[src/rtl/apb_pkg.sv]
// Shared types and default widths for the APB master.
package apb_pkg;

  localparam int ADDR_W = 8;
  localparam int DATA_W = 32;

  typedef enum logic [1:0] {
    IDLE   = 2'd0,
    SETUP  = 2'd1,
    ACCESS = 2'd2
  } apb_state_e;

endpackage

[src/rtl/apb_master.sv]
// APB master: turns a valid/ready command into one APB transfer and returns a one-cycle completion.
// Optional ACCESS wait-state timeout is built only when APB_MASTER_TIMEOUT_EN is defined.
module apb_master #(
  parameter int ADDR_W  = apb_pkg::ADDR_W,
  parameter int DATA_W  = apb_pkg::DATA_W,
  parameter int TIMEOUT = 16
) (
  input  logic              pclk,
  input  logic              presetn,
  input  logic              cmd_valid,
  output logic              cmd_ready,
  input  logic              cmd_write,
  input  logic [ADDR_W-1:0] cmd_addr,
  input  logic [DATA_W-1:0] cmd_wdata,
  output logic              rsp_valid,
  output logic [DATA_W-1:0] rsp_rdata,
  output logic              rsp_err,
  output logic              psel,
  output logic              penable,
  output logic              pwrite,
  output logic [ADDR_W-1:0] paddr,
  output logic [DATA_W-1:0] pwdata,
  input  logic [DATA_W-1:0] prdata,
  input  logic              pready,
  input  logic              pslverr
);
  import apb_pkg::*;

  if (TIMEOUT < 1) begin : g_bad_timeout
    $error("apb_master: TIMEOUT must be at least 1");
  end

  apb_state_e        state_r;
  apb_state_e        next_state_s;
  logic              accept_s;
  logic              done_s;
  logic              timeout_s;
  logic              psel_s;
  logic              penable_s;
  logic              rsp_err_s;
  logic [DATA_W-1:0] rsp_rdata_s;

  logic              psel_r;
  logic              penable_r;
  logic              pwrite_r;
  logic [ADDR_W-1:0] paddr_r;
  logic [DATA_W-1:0] pwdata_r;
  logic              rsp_valid_r;
  logic              rsp_err_r;
  logic [DATA_W-1:0] rsp_rdata_r;

  // Gated by presetn so the block never advertises readiness while held in reset.
  assign cmd_ready = (state_r == IDLE) & presetn;
  assign accept_s  = cmd_valid & cmd_ready;
  assign done_s    = (state_r == ACCESS) & (pready | timeout_s);

`ifdef APB_MASTER_TIMEOUT_EN
  localparam int CNT_W = $clog2(TIMEOUT + 1);
  logic [CNT_W-1:0] wait_cnt_r;

  // Count ACCESS cycles that end without pready; cleared on every new command.
  always_ff @(posedge pclk or negedge presetn) begin
    if (!presetn) begin
      wait_cnt_r <= '0;
    end else if (accept_s) begin
      wait_cnt_r <= '0;
    end else if ((state_r == ACCESS) && !pready) begin
      wait_cnt_r <= wait_cnt_r + CNT_W'(1);
    end else begin
      wait_cnt_r <= wait_cnt_r;
    end
  end

  assign timeout_s = (state_r == ACCESS) & ~pready & (wait_cnt_r == CNT_W'(TIMEOUT - 1));
`else
  assign timeout_s = 1'b0;
`endif

  // State register.
  always_ff @(posedge pclk or negedge presetn) begin
    if (!presetn) begin
      state_r <= IDLE;
    end else begin
      state_r <= next_state_s;
    end
  end

  // Next-state logic.
  always_comb begin
    next_state_s = state_r;
    case (state_r)
      IDLE: begin
        if (accept_s) next_state_s = SETUP;
        else          next_state_s = IDLE;
      end
      SETUP:   next_state_s = ACCESS;
      ACCESS: begin
        if (done_s) next_state_s = IDLE;
        else        next_state_s = ACCESS;
      end
      default: next_state_s = IDLE;
    endcase
  end

  // Output decode from the next state so psel/penable come straight from flops.
  always_comb begin
    psel_s      = 1'b0;
    penable_s   = 1'b0;
    case (next_state_s)
      IDLE: begin
        psel_s    = 1'b0;
        penable_s = 1'b0;
      end
      SETUP: begin
        psel_s    = 1'b1;
        penable_s = 1'b0;
      end
      ACCESS: begin
        psel_s    = 1'b1;
        penable_s = 1'b1;
      end
      default: begin
        psel_s    = 1'b0;
        penable_s = 1'b0;
      end
    endcase
    // A timeout has no valid slave response, so it reports an error with zero data.
    if (pready) begin
      rsp_err_s   = pslverr;
      rsp_rdata_s = pwrite_r ? '0 : prdata;
    end else begin
      rsp_err_s   = 1'b1;
      rsp_rdata_s = '0;
    end
  end

  // APB control flops and command capture; address/data hold their last values in IDLE.
  always_ff @(posedge pclk or negedge presetn) begin
    if (!presetn) begin
      psel_r    <= 1'b0;
      penable_r <= 1'b0;
      pwrite_r  <= 1'b0;
      paddr_r   <= '0;
      pwdata_r  <= '0;
    end else begin
      psel_r    <= psel_s;
      penable_r <= penable_s;
      if (accept_s) begin
        pwrite_r <= cmd_write;
        paddr_r  <= cmd_addr;
        pwdata_r <= cmd_wdata;
      end else begin
        pwrite_r <= pwrite_r;
        paddr_r  <= paddr_r;
        pwdata_r <= pwdata_r;
      end
    end
  end

  // Completion flops; read data holds until the next completion.
  always_ff @(posedge pclk or negedge presetn) begin
    if (!presetn) begin
      rsp_valid_r <= 1'b0;
      rsp_err_r   <= 1'b0;
      rsp_rdata_r <= '0;
    end else begin
      rsp_valid_r <= done_s;
      rsp_err_r   <= done_s ? rsp_err_s : 1'b0;
      if (done_s) begin
        rsp_rdata_r <= rsp_rdata_s;
      end else begin
        rsp_rdata_r <= rsp_rdata_r;
      end
    end
  end

  assign psel      = psel_r;
  assign penable   = penable_r;
  assign pwrite    = pwrite_r;
  assign paddr     = paddr_r;
  assign pwdata    = pwdata_r;
  assign rsp_valid = rsp_valid_r;
  assign rsp_err   = rsp_err_r;
  assign rsp_rdata = rsp_rdata_r;

endmodule

[config.mk]
export PLATFORM = sky130hd
export DESIGN_NAME = apb_master
export DESIGN_NICKNAME = d
export VERILOG_FILES = /design/src/rtl/apb_pkg.sv /design/src/rtl/apb_master.sv
export SDC_FILE = /design/constraint.sdc
export NUM_CORES = 1
export LEC_CHECK = 0
export CAP_MARGIN = 30
export CORE_MARGIN = 1
export CORE_UTILIZATION = 43
export CTS_BUF_LIST = sky130_fd_sc_hd__clkbuf_8
export DETAILED_ROUTE_END_ITERATION = 16
export PLACE_DENSITY = 0.93
export RECOVER_POWER = 25
export REMOVE_ABC_BUFFERS = 1
export SKIP_LAST_GASP = 1
export SLEW_MARGIN = 20
export SYNTH_ARGS = -nofsm -noshare
export SYNTH_HDL_FRONTEND = slang
export SYNTH_SLANG_ARGS = --single-unit
export TNS_END_PERCENT = 20
[constraint.sdc]
create_clock -name pclk -period 2.1 [get_ports pclk]
set_clock_uncertainty 0.2 [all_clocks]
set_input_delay 0.21 -clock pclk [delete_from_list [all_inputs] [get_ports pclk]]
set_output_delay 0.21 -clock pclk [all_outputs]
set_load 0.005 [all_outputs]
==> results by group <==
Run status
  – Run status: complete, no violations

STA
  – Fin worst setup slack: between 0.1 and 0.15 ns
  – Fin. Hold Viols: 0
  – Fin crit period: roughly 2.0 ns
  – # setup viols final: 0
  – Fin crit share: 0.9513
  – Max-slew violations: 0
  – RSZ-0062 raised after global routing: no
  – Fmax: around 500 MHz
  – Max transition margin: 0.3252
  – Worst Max-Slew Pin Slew: ~1 ns

Clock tree
  – Hold-fix buffers, CTS: 2
  – CTS clk-pin slew, worst paths: 0.07 ns
  – Clock tree from TritonCTS: done
  – Postcts setup bufs: 0
  – Sink Count: about 80
  – Max H-tree Level: 3
  – Clock buffer depth: 2
  – CTS resizes: 0
  – Clock root buffer: clkbuf_8
  – Clk_lat worst skew: 0.34 ns
  – CTS buffer count: 9

Power
  – Share of power burned in combinational logic: 0.399
  – Peak VDD IR: 551.2 uV
  – Sw Share: 0.2562
  – Power per cell area: approximately 1100 nW/um^2
  – Total net switching power: between 1 and 1.5 mW
  – Int Power: 4.336 mW
  – Static Leak: between 2 and 2.5 nW
  – Clock share of power: 0.191
  – Reg power frac: 0.410
  – Pwr Total: slightly below 6 mW

Routing
  – Drt first pass iters: 2
  – DR WL/cell: roughly 16 um
  – Vias post-DR: around 2,200
  – Routed Antenna Nets: 0
  – Post-Route WL: 7.590 mm
  – DRT iter0 DRCs: 17
  – Vias per inst: ~4.6
  – DRC viols: 0

Logic synthesis
  – Syn Inst Count: between 200 and 250
  – YS warnings: 0
  – Sequential share of the synthesized area: 0.5696
  – Netlist cell types: 15
  – Average size of a mapped cell: 16.93 um^2
  – Synthesized area: around 3500 um^2
  – Synthesis-stage register bit count: 79

Setup path
  – Slowest cell on crit path: dlygate4sd3_1
  – Worst-path maximum fanout: 5
  – CP Class: primary input to output port
  – Worst setup path startpoint: presetn
  – CP delay by family, top: buffers and inverters
  – Worst Path Arrival: 1.59 ns
  – Crit. End Element: output port
  – Worst R2R Start: state_r[0]$_DFF_PN0_
  – Max stage delay on crit path: 0.54 ns
  – Crit path launch type: primary input
  – CP cell instances: dlygate4sd3_1, buf_4, nor3b_1, clkdlybuf4s50_1
  – CP required: between 1.5 and 2 ns
  – Worst path bufs/invs: 3

Finish
  – Area occupied by multi-input gates: roughly 1300 um^2
  – Register area: ~2000 um^2
  – Fin nets: 445
  – Share of cells above drive strength 1: 0.2615
  – N_diodes: 0
  – Area growth syn-to-layout: 52.24%
  – Layout fillers: between 500 and 600
  – Final cell count without fillers: between 400 and 500

Placement
  – RePlAce Congestion: ~0.74
  – Port bufs: 155
  – Placed insts: 455
  – HPWL after detailed placement: roughly 5.4 mm
  – Pre-CTS setup slack: -0.007002 ns

Die
  – Die width: 91.84 um
  – Core area: between 7000 and 8000 um^2
  – Initial core utilization: 0.4468
  – Die extent in y: between 90 and 100 um
  – Die ar.: between 8000 and 9000 um^2
  – Row count: 32
  – IO Pins: about 160

Global routing
  – Initial antenna violation count: 0
  – First-pass GRT wire length: between 10 and 15 mm
  – All-Layer GR Usage: 0.1916
  – Global route overflow: 0
  – Number of global-route vias before repair: 2,402
  – Largest net degree at the start of global routing: 44

Worst hold path
  – Hold Startpoint: pslverr
  – Worst hold path class: primary input to flip-flop

Run
  – MaxCap Viol Count: 0
## metrics by stage
step | instance area [um^2] | TNS [ns] | util | hold slack (ns)
6_report | 5284 | 0 | 0.6803 | 0.2309
5_1_grt | 5284 | 0 | 0.6803 | 0.2405
4_1_cts | 5289 | 0 | 0.6809 | 0.2181
3_5_place_dp | 5071 | -0.008522 | 0.6529 | -0.1879
3_3_place_gp | 5071 | 0 | 0.6529 | -0.1891
2_1_floorplan | 3323 | -129.05 | - | -0.2856
## final cells by class
type                            instances  area share
Sequential cell                        79      0.3741
Timing Repair Buffer                  162      0.3078
Multi-Input combinational cell        112      0.2550
Clock buffer                           10     0.02605
Tap cell                              102     0.02415
Clock inverter                          6     0.01137
Inverter                                2    0.001421
## layer usage
metal / vias up / GRT usage / routed length, um
met4: 0 / 0.07292 / 139
met5: - / 0 / 0
met3: 14 / 0.07131 / 649
met1: 1056 / 0.2358 / 3170
met2: 109 / 0.3066 / 3631
li1: 1011 / - / -
## path summary, 6_finish.rpt
check	to	slack [ns]	cells past startpoint
min	rsp_err$_DFF_PN0_	0.23	2
max in group asynchronous	rsp_rdata[21]$_DFFE_PN0P_	0.54	3
max reg2reg	psel$_DFF_PN0_	0.24	5
min reg2reg	rsp_rdata[31]$_DFFE_PN0P_	0.31	1
max	cmd_ready	0.10	4
min in group asynchronous	paddr[1]$_DFFE_PN0P_	0.45	3
## flip-flops by register name, summed over array words and instances, names as in the netlist
name and flops:
pwdata 32, rsp_rdata 32, paddr 8, state_r 2, penable 1, psel 1, pwrite 1, rsp_err 1
rsp_valid 1
## power by group through the flow
stage                     Clock [mW]  Sequential [mW]  Combinational [mW]
after floorplan                    0             2.42               0.879
after global placement             0             2.38                2.29
after detailed placement           0             2.39                2.35
after CTS                       1.14             2.39                2.36
after global routing            1.21             2.46                2.48
final                           1.11             2.39                2.33
## placed cells by master (no fill, tap or decap)
cell type	count
dfrtp_1	79
buf_12	2
dlygate4sd3_1	2
mux2i_1	1
bufinv_16	1
and3b_2	1
mux2_2	7
nand2b_1	1
nor4bb_4	1
ha_1	1
inv_1	2
clkdlybuf4s50_1	154
clkinv_2	3
buf_4	2
mux2_4	66
clkbuf_2	2
nor2b_1	32
nor3b_1	1
clkbuf_8	10
clkinvlp_4	2
and2_1	1
## cell families (layout without fill, tap and decap cells)
family                     count (synthesis)  count (layout)  share of synthesized area
and+or+nand+nor                           37              37                    0.07102
muxes                                     74              74                     0.3111
DFF                                       79              79                     0.5696
adders and majority gates                  1               1                   0.003604
buffers and inverters                     14             180                    0.04470
## cell usage after synthesis (all sizes together)
| cell type | instances | area, um^2 |
|---|---|---|
| nor3b | 1 | 7.510 |
| and2 | 1 | 6.260 |
| buf | 9 | 136.4 |
| nor4bb | 1 | 16.27 |
| and3b | 1 | 10.01 |
| dfrtp | 79 | 1977 |
| mux2i | 1 | 10.01 |
| mux2 | 73 | 1070 |
| inv | 2 | 7.510 |
| clkbuf | 3 | 11.26 |
| nand2b | 1 | 6.260 |
| ha | 1 | 12.51 |
| nor2b | 32 | 200.2 |
Note: power is estimated with default switching activity, not from simulation.
